===== src/rtl/alu_add_sched_pkg.sv =====
// alu_add_sched_pkg: shared state encoding, size defaults and result-flag helpers
// for the shared ALU add/sub scheduler.
package alu_add_sched_pkg;

  localparam int NREQ_DEF = 4;
  localparam int W_DEF    = 32;

  typedef enum logic [1:0] {
    ST_IDLE = 2'd0,
    ST_LO   = 2'd1,
    ST_HI   = 2'd2,
    ST_RESP = 2'd3
  } state_t;

  // Status flags carried with a finished sum
  typedef struct packed {
    logic zero;
    logic neg;
    logic ovf;
  } alu_flags_t;

  // Signed overflow: both addends agree in sign but the sum does not
  function automatic logic calc_ovf(input logic a_msb, input logic b_msb, input logic s_msb);
    return (a_msb == b_msb) && (s_msb != a_msb);
  endfunction

endpackage


===== src/rtl/alu_rr_pick.sv =====
// alu_rr_pick: combinational round-robin picker; grants the first valid requester
// at or after ptr, wrapping upward, and reports its index.
module alu_rr_pick #(
  parameter  int NREQ = 4,
  localparam int IDW  = $clog2(NREQ)
) (
  input  logic [NREQ-1:0] valid,
  input  logic [IDW-1:0]  ptr,
  output logic [NREQ-1:0] grant,
  output logic [IDW-1:0]  idx,
  output logic            any
);

  logic [IDW-1:0] k_s;
  logic           found_s;
  logic           sel_s;

  // Scan from ptr with wrap; the first valid requester seen wins
  always_comb begin
    grant   = '0;
    idx     = '0;
    found_s = 1'b0;
    k_s     = '0;
    sel_s   = 1'b0;
    for (int i = 0; i < NREQ; i++) begin
      k_s        = IDW'((int'(ptr) + i) % NREQ);
      sel_s      = !found_s && valid[k_s];
      grant[k_s] = grant[k_s] | sel_s;
      idx        = sel_s ? k_s : idx;
      found_s    = found_s | sel_s;
    end
  end

  assign any = |valid;

endmodule


===== src/rtl/alu_add_sched.sv =====
// alu_add_sched: round-robin scheduler sharing one add/sub datapath, split into two
// half-width passes. Flag ports are built only when ALU_ADD_SCHED_FLAGS_EN is defined.
module alu_add_sched
  import alu_add_sched_pkg::*;
#(
  parameter  int NREQ = NREQ_DEF,
  parameter  int W    = W_DEF,
  localparam int IDW  = $clog2(NREQ),
  localparam int HALF = W / 2
) (
  input  logic              clk,
  input  logic              rst_n,
  input  logic [NREQ-1:0]   req_valid,
  output logic [NREQ-1:0]   req_ready,
  input  logic [NREQ*W-1:0] req_a,
  input  logic [NREQ*W-1:0] req_b,
  input  logic [NREQ-1:0]   req_sub,
  output logic              rsp_valid,
  input  logic              rsp_ready,
  output logic [IDW-1:0]    rsp_id,
  output logic [W-1:0]      rsp_sum,
`ifdef ALU_ADD_SCHED_FLAGS_EN
  output logic              rsp_zero,
  output logic              rsp_neg,
  output logic              rsp_ovf,
`endif
  output logic              rsp_cout
);

  state_t          state_r, state_nx_s;
  logic [IDW-1:0]  ptr_r, id_r, pick_idx_s;
  logic [NREQ-1:0] pick_grant_s;
  logic            pick_any_s;
  logic [W-1:0]    op_a_r, op_b_r, sum_r, full_s;
  logic            cin_r, c_mid_r, cout_r, rsp_valid_r;
  logic [HALF-1:0] lo_r;
  logic [HALF:0]   lo_add_s, hi_add_s;

  alu_rr_pick #(.NREQ(NREQ)) u_pick (
    .valid (req_valid),
    .ptr   (ptr_r),
    .grant (pick_grant_s),
    .idx   (pick_idx_s),
    .any   (pick_any_s)
  );

  // Two half-width ripple adders; op_b_r is already inverted for subtract
  assign lo_add_s = {1'b0, op_a_r[HALF-1:0]} + {1'b0, op_b_r[HALF-1:0]} + {{HALF{1'b0}}, cin_r};
  assign hi_add_s = {1'b0, op_a_r[W-1:HALF]} + {1'b0, op_b_r[W-1:HALF]} + {{HALF{1'b0}}, c_mid_r};
  assign full_s   = {hi_add_s[HALF-1:0], lo_r};

  // State register
  always_ff @(posedge clk or negedge rst_n) begin
    if (!rst_n) begin
      state_r <= ST_IDLE;
    end else begin
      state_r <= state_nx_s;
    end
  end

  // Next state; the grant is only offered while idle
  always_comb begin
    state_nx_s = state_r;
    req_ready  = '0;
    case (state_r)
      ST_IDLE: begin
        if (pick_any_s) begin
          state_nx_s = ST_LO;
          req_ready  = pick_grant_s;
        end else begin
          state_nx_s = ST_IDLE;
        end
      end
      ST_LO:   state_nx_s = ST_HI;
      ST_HI:   state_nx_s = ST_RESP;
      ST_RESP: begin
        if (rsp_ready) begin
          state_nx_s = ST_IDLE;
        end else begin
          state_nx_s = ST_RESP;
        end
      end
      default: state_nx_s = ST_IDLE;
    endcase
  end

  // Operand capture at grant, then low pass, high pass and response hold
  always_ff @(posedge clk or negedge rst_n) begin
    if (!rst_n) begin
      ptr_r       <= '0;
      id_r        <= '0;
      op_a_r      <= '0;
      op_b_r      <= '0;
      cin_r       <= 1'b0;
      lo_r        <= '0;
      c_mid_r     <= 1'b0;
      sum_r       <= '0;
      cout_r      <= 1'b0;
      rsp_valid_r <= 1'b0;
    end else begin
      case (state_r)
        ST_IDLE: begin
          if (pick_any_s) begin
            op_a_r <= req_a[int'(pick_idx_s) * W +: W];
            op_b_r <= req_b[int'(pick_idx_s) * W +: W] ^ {W{req_sub[pick_idx_s]}};
            cin_r  <= req_sub[pick_idx_s];
            id_r   <= pick_idx_s;
            ptr_r  <= (pick_idx_s == IDW'(NREQ - 1)) ? '0 : pick_idx_s + IDW'(1);
          end
        end
        ST_LO: begin
          lo_r    <= lo_add_s[HALF-1:0];
          c_mid_r <= lo_add_s[HALF];
        end
        ST_HI: begin
          sum_r       <= full_s;
          cout_r      <= hi_add_s[HALF];
          rsp_valid_r <= 1'b1;
        end
        ST_RESP: begin
          if (rsp_ready) begin
            rsp_valid_r <= 1'b0;
          end
        end
        default: rsp_valid_r <= 1'b0;
      endcase
    end
  end

  assign rsp_valid = rsp_valid_r;
  assign rsp_id    = id_r;
  assign rsp_sum   = sum_r;
  assign rsp_cout  = cout_r;

`ifdef ALU_ADD_SCHED_FLAGS_EN
  alu_flags_t flags_r;

  // Flags are captured with the final sum and held through the response
  always_ff @(posedge clk or negedge rst_n) begin
    if (!rst_n) begin
      flags_r <= '0;
    end else if (state_r == ST_HI) begin
      flags_r.zero <= (full_s == '0);
      flags_r.neg  <= hi_add_s[HALF-1];
      flags_r.ovf  <= calc_ovf(op_a_r[W-1], op_b_r[W-1], hi_add_s[HALF-1]);
    end
  end

  assign rsp_zero = flags_r.zero;
  assign rsp_neg  = flags_r.neg;
  assign rsp_ovf  = flags_r.ovf;
`endif

endmodule


===== config.mk =====
export PLATFORM = sky130hd
export DESIGN_NAME = alu_add_sched
export DESIGN_NICKNAME = d
export VERILOG_FILES = /design/src/rtl/alu_add_sched_pkg.sv /design/src/rtl/alu_rr_pick.sv /design/src/rtl/alu_add_sched.sv
export SDC_FILE = /design/constraint.sdc
export NUM_CORES = 1
export LEC_CHECK = 0
export CORE_MARGIN = 1
export CORE_UTILIZATION = 30
export CTS_CLUSTER_DIAMETER = 60
export DETAILED_ROUTE_END_ITERATION = 7
export HOLD_SLACK_MARGIN = 0.05
export SYNTH_ARGS = -nofsm -noshare
export SYNTH_HDL_FRONTEND = slang
export SYNTH_SLANG_ARGS = --single-unit

===== constraint.sdc =====
create_clock -name clk -period 4.08 [get_ports clk]
set_input_delay 0.816 -clock clk [delete_from_list [all_inputs] [get_ports clk]]
set_output_delay 0.816 -clock clk [all_outputs]
set_load 0.05 [all_outputs]

==> results of run 1 <==
[worst max-delay path: stages, from the launching register on]
cell,delay [ns]
dfrtp_1,0.40
inv_2,0.08
ha_4,0.28
mux4_2,0.51
mux2_4,0.33
a2111oi_4,0.32
buf_4,0.23
nor3_4,0.07
a211oi_2,0.26
a2111oi_4,0.09
a22o_2,0.32
buf_12,0.15
[worst paths after layout]
kind,from,to,slack [ns],depth (start not counted)
max,ptr_r[0],req_ready[0],-0.18,11
min,rst_n,rsp_sum[27],0.42,1
max reg2reg,op_a_r[0],c_mid_r,0.67,11
min reg2reg,lo_r[4],rsp_sum[4],0.47,2
max in group asynchronous,rst_n,op_b_r[5],2.82,2
min in group clk,lo_r[4],rsp_sum[4],0.47,2
[registers in the layout, indices dropped and copies added, names as in the netlist, 2 cells and up]
| name | flops |
|---|---|
| state_r | 2 |
| op_b_r | 32 |
| op_a_r | 32 |
| lo_r | 16 |
| ptr_r | 2 |
| rsp_sum | 32 |
| rsp_id | 2 |
[logic make-up after synthesis]
logic type               share of synthesized area [%]
adder cells (fa/ha/maj)                          5.768
flip-flops                                       33.99
AO/OA/AOI/OAI                                    15.74
multiplexers                                     12.98
XOR/XNOR                                         4.973
buffers and inverters                            5.391
AND/OR/NAND/NOR                                  21.15
[routing by layer]
metal / routed length (um) / global-route usage [%] / share of wire [%]
met1: 13200 / 24.92 / 47
met4: 287 / 4.167 / 1.0
met3: 1171 / 2.742 / 4.2
met5: 0 / 0 / 0
met2: 13520 / 30.82 / 48
[stage by stage]
step	setup slack [ns]	instances	area [um^2]
floorplan	0.01062	1098	9052
global placement	-0.3261	1753	12640
detailed placement	-0.3662	1753	12640
CTS	-0.1355	1787	13280
global route	-0.2983	1791	13360
finish	-0.1821	1791	13360
[report_power, final]
part,switching (mW),internal [mW]
combinational,4.88,3.41
clock,0.594,0.867
sequential,0.418,1.83
[what timing repair did]
action                                  CTS  global route
resized for setup                        16             8
pin swaps                                 8             7
buffers inserted                          2             4
endpoints found under the setup margin    4             4
[final cells by class]
cell class	count	area, um^2
fillers	2893	15730
multi-input cells	875	5649
repair buffers	352	3501
flip-flops and latches	122	3053
well taps	384	480.5
clock buffers	18	439.2
clock inverters	14	138.9
inverters	26	102.6
[cells in the final DEF (no fill, tap or decap), types with 10 or more instances in the layout]
cell,n
clkbuf_16,17
ha_1,33
xnor2_1,10
nand3_1,39
nor2_1,18
o21ai_1,22
nor3_1,20
inv_1,24
mux2i_1,100
o21ai_0,111
buf_4,38
a21oi_1,16
dfrtp_1,122
xor2_1,41
clkdlybuf4s50_1,297
nand2_1,322
[cells in the mapped netlist (all sizes together) (8+ instances only)]
| cell | number |
|---|---|
| a21oi | 18 |
| ha | 35 |
| o31ai | 8 |
| xnor2 | 10 |
| mux2i | 100 |
| nand3 | 39 |
| buf | 30 |
| xor2 | 41 |
| nor3 | 21 |
| nand2 | 322 |
| nand2b | 8 |
| clkbuf | 42 |
| o21ai | 134 |
| a21o | 10 |
| nor2 | 18 |
| mux2 | 8 |
| inv | 26 |
| dfrtp | 122 |
==> metrics.txt, run 1 <==
Worst Skew=approximately 0.0073 ns; Worst-Margin Slew=1.012 ns; maxcap violations=0; fin nets=1700; gp weighted congestion=0.8775; crit end category=output pin; # diodes=0; total iterations of the first detailed-routing run=5; drt initial violations=445; std cell rows=62; clock-pin slew on the worst setup and hold paths=0.06 ns; Synth Area per Inst=approximately 8 um^2; Core ar.=0.02909 mm^2; Final setup viols=4; I/O pin count=307; fmax=234.6 MHz; die width=175.0 um; Yosys warnings=0; initial core utilization=30.87%; Post-synth EDFFs=0; status=finished with violations; WL/cell=15.74 um; Final min period=4.262 ns; Routed WL=28.19 mm; Post-CTS Hold Fix Bufs=0; final worst slack=-0.1821 ns; crit start category=register; synthesized area=about 0.0090 mm^2; power per cell area=898.2 mW/mm^2; vias in the first global route=8490; CTS sink count=122; async set-reset flop share out of synthesis=100.0%; Distinct cells, synth=73; CP arrival=3.45 ns; Clock Tree Buf Depth=2; H-tree depth=4; Overflow after GRT=0; later-pin clock latency in the skew report=0.41 ns; Final Hold Fails=0; setup TNS=-0.5344 ns; Final ANT Viol Nets=0; number of synthesized register bits=122; Max Slew Vio Count=0; kind of critical path=register to output pin; maximum fanout along the worst path=4; total CTS buffers=17; CTS tree=yes; synthesized instance count=1098; peak supply drop=0.6002 mV; CTS root buf=clkbuf_16; Die H=175.0 um; synth-to-layout area growth=48.80%; share of layout cells above drive strength 1=a little under a tenth; vias=between 8000 and 9000; port buffer count=306; unrepaired setup endpoints after global routing=yes; total die area=0.03063 mm^2; syn_nets=1404; fin crit share=104.5%; leak pwr=6.064 nW; largest net degree at the start of global routing=75; violated checks=negative setup slack; initial antenna violation count=0; hold slack=0.4156 ns; post-synthesis sequential area ratio=33.99%; Main synth FF type=dfrtp_1; Yosys top cell area share=33.99%; cell taking the most area after synthesis=dfrtp_1; Global Route Usage Sum=18.42%; number of remaining DRC errors=0; HP Class=primary input to asynchronous set/reset pin; vias per cell=~4.8; Worst EP required=3.26 ns; Total Power=around 12 mW; post-layout util=45.94%; ranking of synthesized cells by area=dfrtp_1 34%, nand2_1 13%, mux2i_1 11%; Worst slew margin=32.56%; global-route wire length before repair=roughly 45 mm; DP Wirelength=approximately 22 mm
No activity file was read; power rests on OpenSTA's default activity.
==> inputs of run 2 (changes only) <==
==> constraint.sdc (replaced) <==
create_clock -name clk -period 4.08 [get_ports clk]
set_input_delay 0.816 -clock clk [delete_from_list [all_inputs] [get_ports clk]]
set_output_delay 0.816 -clock clk [all_outputs]
set_load 0.005 [all_outputs]
==> run 2 against run 1 <==
Net effect: the run still ends with negative setup slack left; clock skew is 0.0046 ns higher; combinational power decreased by 9.9%; sequential share of layout area increased by 0.19 points; critical endpoint is now req_ready[1]; highest routed layer unchanged.
==> metrics.txt, run 2 (synthesized netlist as in run 1, its figures left out) <==
R2R Path Start=op_a_r[0]; Final Hold Fails=0 (unchanged); Global Route Usage Sum=18.48% (+0.068 points); Setup crit end=req_ready[1]; maximum fanout along the worst path=4 (unchanged); Logic pwr share=66.1% (-3.0 points); leak pwr=6.030 nW (-0.56%); Pint=6.077 mW (-0.58%); peak supply drop=0.6162 mV (+2.7%); HP Class=primary input to asynchronous set/reset pin; gp weighted congestion=0.8798 (+0.26%); later-pin clock latency in the skew report=0.42 ns (about the same); global-route wire length before repair=44.39 mm (-0.57%); Sw Pwr=5.211 mW (-12%); CP peak stage delay=0.52 ns (about the same); most frequent CP cell=a2111oi_4; DP Wirelength=21.52 mm (-2.0%); total iterations of the first detailed-routing run=4 (-1); kind of critical path=register to output pin; critical path startpoint=ptr_r[0]; vias in the first global route=8286 (-2.4%); vias=8547 (-0.49%); critical path's slowest cell=mux4_2; Max Slew Vio Count=0 (unchanged); fin crit share=101.6% (-2.8 points); Post-CTS Hold Fix Bufs=0 (unchanged); # diodes=0 (unchanged); most common cell after layout, fill and taps aside=nand2_1; vias per cell=4.791 (about the same); total die area=0.03063 mm^2 (unchanged); Overflow after GRT=0 (unchanged); power per cell area=851.9 mW/mm^2 (-5.2%); sw frac=46.16% (-2.9 points); Worst Skew=0.01194 ns (+0.004640 ns); initial core utilization=30.87% (unchanged); Clock power frac=13.9% (+1.7 points); clock-pin slew on the worst setup and hold paths=0.06 ns (about the same); number of remaining DRC errors=0 (unchanged); CP arrival=3.33 ns (-0.12 ns); Worst slew margin=36.20% (+3.6 points); I/O pin count=307 (unchanged); Die H=175.0 um (unchanged); CP cell instances=inv_2 -> ha_4 -> mux4_2 -> mux2_4 -> a2111oi_4 -> nor3_4 -> a211oi_2 -> a2111oi_4 -> a22o_1 -> buf_2; final worst slack=-0.06657 ns (+0.1155 ns); Final setup viols=4 (unchanged); Worst EP required=3.26 ns (about the same); crit start category=register; Routed WL=28.23 mm (+0.17%); Final Instance Area=0.01325 mm^2 (-0.84%); unrepaired setup endpoints after global routing=yes; setup TNS=-0.1712 ns (+0.3633 ns); CTS tree=yes; std cell rows=62 (unchanged); share of power burned in registers=19.9% (+1.1 points); reg2reg setup slack=0.71 ns (+0.04 ns); violated checks=negative setup slack; synth-to-layout area growth=47.55%; maxcap violations=0 (unchanged); post-placement cell area=0.01253 mm^2 (-0.85%); Final ANT Viol Nets=0 (unchanged); drt initial violations=529 (+19%); CTS sink count=122 (unchanged); Worst-Margin Slew=0.9570 ns (-0.05467 ns); port buffer count=306 (unchanged); initial antenna violation count=0 (unchanged); Core ar.=0.02909 mm^2 (unchanged); H-tree depth=4 (unchanged); commonest cells after routing, fill and taps aside=322 x nand2_1, 297 x clkdlybuf4s50_1, 122 x dfrtp_1; Final min period=4.147 ns (-0.1155 ns); share of layout cells above drive strength 1=8.643% (-0.60 points); largest net degree at the start of global routing=122 (+63%); reg2reg end=c_mid_r; total CTS buffers=17 (unchanged); fmax=241.2 MHz (+2.8%); Post-Place Setup Slack=-0.8375 ns (-0.4712 ns); WL/cell=15.83 um (+0.57%); R2R depth=11 (unchanged); fin nets=1693 (-0.41%); status=finished with violations; die width=175.0 um (unchanged); Clock Tree Buf Depth=2 (unchanged); crit end category=output pin; CTS root buf=clkbuf_16
run 2: changes by cell type in the layout (fill, tap and decap cells not counted), moves of 3 or more:
cell    delta
buf_6      -4
buf_2      +4
buf_12     -4
buf_4      -3
run 2: worst min path at each step:
stage	startpoint	to	slack [ns]	depth (start not counted)
after floorplan	lo_r[1]	rsp_sum[1]	0.43	2
after global placement	lo_r[7]	rsp_sum[7]	0.46	2
after detailed placement	lo_r[6]	rsp_sum[6]	0.46	2
after CTS	lo_r[5]	rsp_sum[5]	0.47	2
after global routing	rsp_sum[22]	rsp_sum[22]	0.50	2
final	rst_n	rsp_sum[31]	0.46	1
run 2: power groups by stage:
stage               combinational [mW]  clock (mW)  sequential (mW)
floorplan                         5.10           0             2.14
global placement                  7.24           0             2.25
detailed placement                7.34           0             2.27
CTS                               7.52        1.61             2.26
global route                      8.33        1.66             2.34
finish                            7.47        1.57             2.25
run 2: what timing repair did:
item,4_1_cts,5_1_grt
endpoints found under the setup margin,4,4
setup buffers,2,0
resized for setup,39,3
pin swaps,11,2
run 2: metal layers:
layer  track usage (%)  part of all wire, %
met3             3.460                  4.2
met4             4.928                  1.5
met1             25.37                   47
met2             29.63                   47
met5                 0                    0
run 2: stage by stage:
step / cells / power (mW) / hold WS [ns] / util (%)
floorplan: 1098 / 7.238 / 0.4331 / -
global placement: 1752 / 9.494 / 0.4563 / 43.07
detailed placement: 1752 / 9.611 / 0.4556 / 43.07
CTS: 1784 / 11.38 / 0.4666 / 45.48
global route: 1784 / 12.33 / 0.4970 / 45.55
finish: 1784 / 11.29 / 0.4595 / 45.55
run 2: final cells by class:
type / instances / area, um^2
Timing Repair Buffer: 345 / 3373
Clock buffer: 17 / 425.4
Sequential cell: 122 / 3053
Clock inverter: 15 / 187.7
Tap cell: 384 / 480.5
Multi-Input combinational cell: 875 / 5629
Inverter: 26 / 102.6
Fill cell: 2901 / 15840
run 2: critical path: cells and delay by family, from the launching register on:
kind | cells | cell delay [ns]
DFF | 1 | 0.38
buffers and inverters | 2 | 0.20
adders and majority gates | 1 | 0.28
AOI/OAI and AO/OA | 4 | 1.09
and+or+nand+nor | 1 | 0.11
muxes | 2 | 0.85
==> inputs of run 3 (changes only) <==
--- a/config.mk
+++ b/config.mk
@@ -5,7 +5,7 @@
 export SDC_FILE = /design/constraint.sdc
 export NUM_CORES = 1
 export LEC_CHECK = 0
-export CORE_MARGIN = 1
+export CORE_MARGIN = 5
 export CORE_UTILIZATION = 30
 export CTS_CLUSTER_DIAMETER = 60
 export DETAILED_ROUTE_END_ITERATION = 7
==> constraint.sdc (replaced) <==
create_clock -name clk -period 5 [get_ports clk]
set_input_delay 1 -clock clk [delete_from_list [all_inputs] [get_ports clk]]
set_output_delay 1 -clock clk [all_outputs]
set_load 0.005 [all_outputs]
==> run 3 against run 2 <==
Net effect: the flow now finishes without violations; register-to-register slack better by 0.71 ns; non-clock buffer count down 14; via count down 0.35%; routed wire length up 3.2%; clock-buffer cell count up 1; critical path depth down 1; sequential power down 18%; setup slack better by 0.21 ns; global-route usage down 1.5 points; largest power group unchanged; highest routed layer is now met5.
==> metrics.txt, run 3 (synthesized netlist as in run 1, its figures left out) <==
later-pin clock latency in the skew report=0.42 ns (about the same); initial antenna violation count=1 (+1); total CTS buffers=17 (unchanged); CP arrival=3.86 ns (+0.53 ns); Final ANT Viol Nets=0 (unchanged); Final Instance Area=0.01309 mm^2 (-1.2%); std cell rows=63 (+1.6%); total iterations of the first detailed-routing run=5 (+1); gp weighted congestion=0.8111 (-7.8%); number of remaining DRC errors=0 (unchanged); fin crit share=97.13%; Clock Tree Buf Depth=2 (unchanged); # diodes=0 (unchanged); peak supply drop=0.4835 mV (-22%); Post-Layout Cell Count=1776 (-0.45%); Core ar.=0.02964 mm^2 (+1.9%); power per cell area=686.5 mW/mm^2 (-19%); DP Wirelength=22.67 mm (+5.4%); DP Cell Count=1742 (-0.57%); Final setup viols=0 (-4); Worst Skew=0.01240 ns (+0.0004633 ns); Post-Place Setup Slack=-0.3469 ns (+0.4906 ns); crit end category=output pin; Die H=183.0 um (+4.6%); status=completed; Total Power=8.986 mW (-20%); synth-to-layout area growth=45.75%; maxcap violations=0 (unchanged); most common cell after layout, fill and taps aside=nand2_1; leak pwr=5.939 nW (-1.5%); initial core utilization=30.30% (-0.57 points); Worst-Margin Slew=1.127 ns (+0.1700 ns); largest net degree at the start of global routing=91 (-25%); total die area=0.03350 mm^2 (+9.4%); CTS tree=yes; crit start category=primary input; unrepaired setup endpoints after global routing=no; Worst slew margin=24.87% (-11 points); HP Class=register to register; final worst slack=0.1436 ns (+0.2102 ns); Final Hold Fails=0 (unchanged); H-tree depth=4 (unchanged); vias per cell=4.796 (about the same); CTS root buf=clkbuf_16; kind of critical path=primary input to output pin; Final min period=4.856 ns; die width=183.0 um (+4.6%); Overflow after GRT=0 (unchanged); vias=8517 (-0.35%); Global Route Usage Sum=16.98% (-1.5 points); Worst EP required=4.00 ns (+0.74 ns); fin nets=1679 (-0.83%); global-route wire length before repair=45.80 mm (+3.2%); port buffer count=306 (unchanged); commonest cells after routing, fill and taps aside=322 x nand2_1, 300 x clkdlybuf4s50_1, 120 x dfrtp_1; setup TNS=0 ns (+0.1712 ns); vias in the first global route=8617 (+4.0%); I/O pin count=307 (unchanged); Routed WL=29.14 mm (+3.2%); WL/cell=16.40 um (+3.7%); CTS sink count=122 (unchanged); maximum fanout along the worst path=7 (+3); clock-pin slew on the worst setup and hold paths=0.06 ns (about the same); fmax=205.9 MHz; share of layout cells above drive strength 1=7.143% (-1.5 points); Post-CTS Hold Fix Bufs=0 (unchanged); Max Slew Vio Count=0 (unchanged); post-placement cell area=0.01237 mm^2 (-1.3%); drt initial violations=460 (-13%)
## run 3: cell types whose count changed in the layout (fill, tap and decap cells not counted), moves of 3 or more
cell / delta
buf_12: -3
ha_1: +4
buf_2: -4
clkdlybuf4s50_1: +3
inv_6: +3
buf_4: -13
## run 3: area by class of cell
class / instances / area [um^2]
inverter: 26 / 102.6
fill: 3005 / 16550
clock buffer: 18 / 429.2
sequential: 122 / 3055
timing repair buffer: 331 / 3261
tap: 390 / 488.0
multi-input combinational: 875 / 5594
clock inverter: 14 / 160.2
## run 3: timing repair
| item | 4_1_cts | 5_1_grt |
|---|---|---|
| endpoints found under the hold margin | 0 | 0 |
| pin swaps | 10 | 2 |
| buffers inserted | 1 | 1 |
| setup endpoints to repair | 4 | 4 |
| resized for setup | 23 | 5 |
## run 3: where the power goes
group	switching, mW	internal (mW)
sequential	0.344	1.50
combinational	3.34	2.57
clock	0.492	0.745
total	4.18	4.81
## run 3: metal layers
metal	share of wire (%)	track usage [%]
met1	47	23.34
met3	4.0	3.233
met4	1.4	3.963
met5	0.045	0
met2	48	27.81
## run 3: path summary, 6_finish.rpt
| kind | cells past startpoint | slack, ns | startpoint | to |
|---|---|---|---|---|
| hold reg to reg | 2 | 0.47 | lo_r[5] | rsp_sum[5] |
| setup / recovery | 9 | 0.14 | req_valid[0] | req_ready[0] |
| max in group asynchronous | 2 | 3.36 | rst_n | ptr_r[1] |
| setup reg to reg | 11 | 1.42 | ptr_r[0] | ptr_r[1] |
| min in group asynchronous | 1 | 0.61 | rst_n | op_b_r[20] |
| hold / removal | 2 | 0.47 | lo_r[5] | rsp_sum[5] |
## run 3: stage by stage
step	hold WS [ns]	utilization, %
2_1_floorplan	0.4331	-
3_3_place_gp	0.4507	41.73
3_5_place_dp	0.4606	41.73
4_1_cts	0.4743	44.11
5_1_grt	0.4983	44.17
6_report	0.4665	44.17
## run 3: critical path, cell delays in order
cell and delay [ns]:
dlygate4sd2_1 0.30, mux4_2 0.51, mux2_4 0.37, a2111oi_4 0.47, nor3_2 0.14, a211oi_2 0.27
a2111oi_4 0.10, a22o_1 0.24, clkdlybuf4s50_1 0.45
==> variant, RTL diff (settings of run 2) <==
The option `ALU_ADD_SCHED_FLAGS_EN` is turned on by a define.
--- a/src/rtl/alu_add_sched.sv
+++ b/src/rtl/alu_add_sched.sv
@@ -2,2 +2,4 @@
 // half-width passes. Flag ports are built only when ALU_ADD_SCHED_FLAGS_EN is defined.
+`define ALU_ADD_SCHED_FLAGS_EN
+
 module alu_add_sched
Formal check against the unedited RTL (old outputs only; new: rsp_neg, rsp_ovf and rsp_zero): no difference found for any inputs over 4 cycles, from zero or initial values and one cycle with rst_n low; that may be too few to reach the edited logic, so the function may still have changed.
==> variant against run 2 <==
The run still ends with setup timing left; critical path type unchanged; first-iteration DRC count down 26%; combinational power up 3.1%; sequential cell count rose by 2; die area grew 0.99%; cell count down 10%; highest routed layer unchanged; power up 3.0%; setup slack got worse by 190 ps; largest cell class unchanged; synthesized cell count shrank 19%; wire length is 4.3% lower; synthesized area grew 1.0%; cell area increased by 1.7%.
==> variant: results (changes against run 2) <==
Initial antenna violation count = 1 (was 0)
Psw = 0.00492 W (was 0.00521 W)
Top post-synthesis cells by count = dfrtp_1 (124), nand2_1 (105), mux2i_1 (67), o21ai_0 (66), mux2_2 (58) (was nand2_1 (322), dfrtp_1 (122), o21ai_0 (111), mux2i_1 (100), xor2_1 (41))
H-tree depth = 4 (unchanged)
Main area contributors after synthesis = dfrtp_1 (34%), mux4_2 (8.7%), mux2i_1 (7.4%), mux2_2 (7.2%), ha_1 (4.8%) (was dfrtp_1 (34%), nand2_1 (13%), mux2i_1 (11%), o21ai_0 (6.2%), ha_1 (4.9%))
Distinct cells, synth = 70 (was 73)
Rel. slew slack = 52.4% (was 36.2%)
Synth Area in Compound Gates = 14.5% (was 15.7%)
Layout cells sized above 1 = 16.7% (was 8.64%)
Sequential fraction of the synthesis area = 34.2% (was 34.0%)
Vias per inst = 4.81 (was 4.79)
Final worst slack = -255 ps (was -66.6 ps)
Detailed Routing Iterations Pass 1 = 5 (was 4)
WL final = 27000 um (was 28200 um)
Outcome = finished with violations (unchanged)
Failing checks = setup timing (unchanged)
Post-synthesis mux area share = 23.4% (was 13.0%)
Syn_area_per_cell = 10.3 sq um (was 8.18 sq um)
Crit path arrival time = 3520 ps (was 3330 ps)
Hpwl dp = 21500 um (about the same)
P_leak = 5.66 nW (was 6.03 nW)
Worst Path Max Fanout = 3 (was 4)
Placed Instance Area = 0.0128 sq mm (was 0.0125 sq mm)
Post-synth net total = 1190 (was 1404)
Num CTS Buffers = 17 (unchanged)
Dpl cells = 1564 (was 1752)
Per-cell routed wire length = 16.9 um (was 15.8 um)
CTS clk-pin slew, worst paths = 60 ps (about the same)
Final setup fails = 4 (unchanged)
First-pass GRT wire length = 42100 um (was 44400 um)
Final net count = 1500 (was 1693)
GP Congestion = 0.832 (was 0.880)
DR iter-0 viols = 391 (was 529)
Synth Area in Adders = 5.71% (was 5.77%)
Worst VDD drop = 0.350 mV (was 0.616 mV)
Vias in the first global route = 7710 (was 8286)
Largest net degree at the start of global routing = 78 (was 122)
Ys async rst share = 100% (unchanged)
Post-synthesis xor/xnor area fraction = 8.21% (was 4.97%)
Area occupied by registers = 0.00310 sq mm (was 0.00305 sq mm)
Fill cell count = 2822 (was 2901)
Gr usage total = 17.5% (was 18.5%)
Port bufs = 309 (was 306)
Worst clock skew = 8.61 ps (was 11.9 ps)
-- variant: logic make-up (layout without fill, tap and decap cells) --
family / count (synthesis) / count (layout)
fa+ha+maj: 39 / 39
mux: 161 / 161
flops: 124 / 124
simple gates: 190 / 190
buf+inv: 79 / 402
xor+xnor: 85 / 85
other cells: 0 / 1
compound gates: 206 / 206
-- variant: layer usage --
layer	track usage [%]	vias up	routed length [um]
li1	-	3862	-
met1	25.5	3599	13400
met2	26.9	197	12200
met3	2.38	23	1090
met4	4.35	0	311
met5	0	-	0
-- variant: what timing repair did --
action                     CTS  global route
hold endpoints to repair     0             0
resized for setup           29             7
pin swaps                    7             3
setup endpoints to repair    4             4
setup buffers                1             0
-- variant: path summary, 6_finish.rpt --
kind	slack (ps)	start	endpoint
min reg2reg	470	rsp_sum[18]	rsp_sum[18]
min in group clk	470	rsp_sum[18]	rsp_sum[18]
max	-260	ptr_r[0]	req_ready[2]
max reg2reg	1000	op_a_r[16]	rsp_zero
min	430	rst_n	rsp_sum[8]
max in group asynchronous	2800	rst_n	op_a_r[24]
-- variant: cell type report --
class / count / share of cell area (%)
Multi-Input combinational cell: 681 / 42.4
Timing Repair Buffer: 351 / 25.9
Sequential cell: 124 / 23.0
Tap cell: 390 / 3.62
Clock buffer: 17 / 3.16
Clock inverter: 15 / 1.37
Inverter: 19 / 0.529
Antenna cell: 1 / 0.0186
-- variant: power groups by stage --
stage / sequential [W] / clock, W / combinational [W]
4_1_cts: 0.00236 / 0.00160 / 0.00774
2_1_floorplan: 0.00220 / 0 / 0.00535
6_report: 0.00236 / 0.00156 / 0.00770
3_3_place_gp: 0.00236 / 0 / 0.00754
3_5_place_dp: 0.00238 / 0 / 0.00764
5_1_grt: 0.00244 / 0.00167 / 0.00855
-- variant: stage by stage --
step | worst slack [ps] | TNS [ps]
CTS | -272 | -939
global route | -398 | -1410
detailed placement | -762 | -2880
finish | -255 | -872
floorplan | 95.9 | 0
global placement | -654 | -2590
-- variant: critical path, stage by stage (launching register included) --
cell       delay [ps]
dfrtp_1           390
inv_2              70
buf_4             140
ha_2              180
mux4_2            520
mux2_4            320
a2111oi_4         310
o221ai_2          170
o31ai_2           130
a2111oi_2         140
a311oi_2          320
buf_4             170
a311oi_1           90
buf_2             160
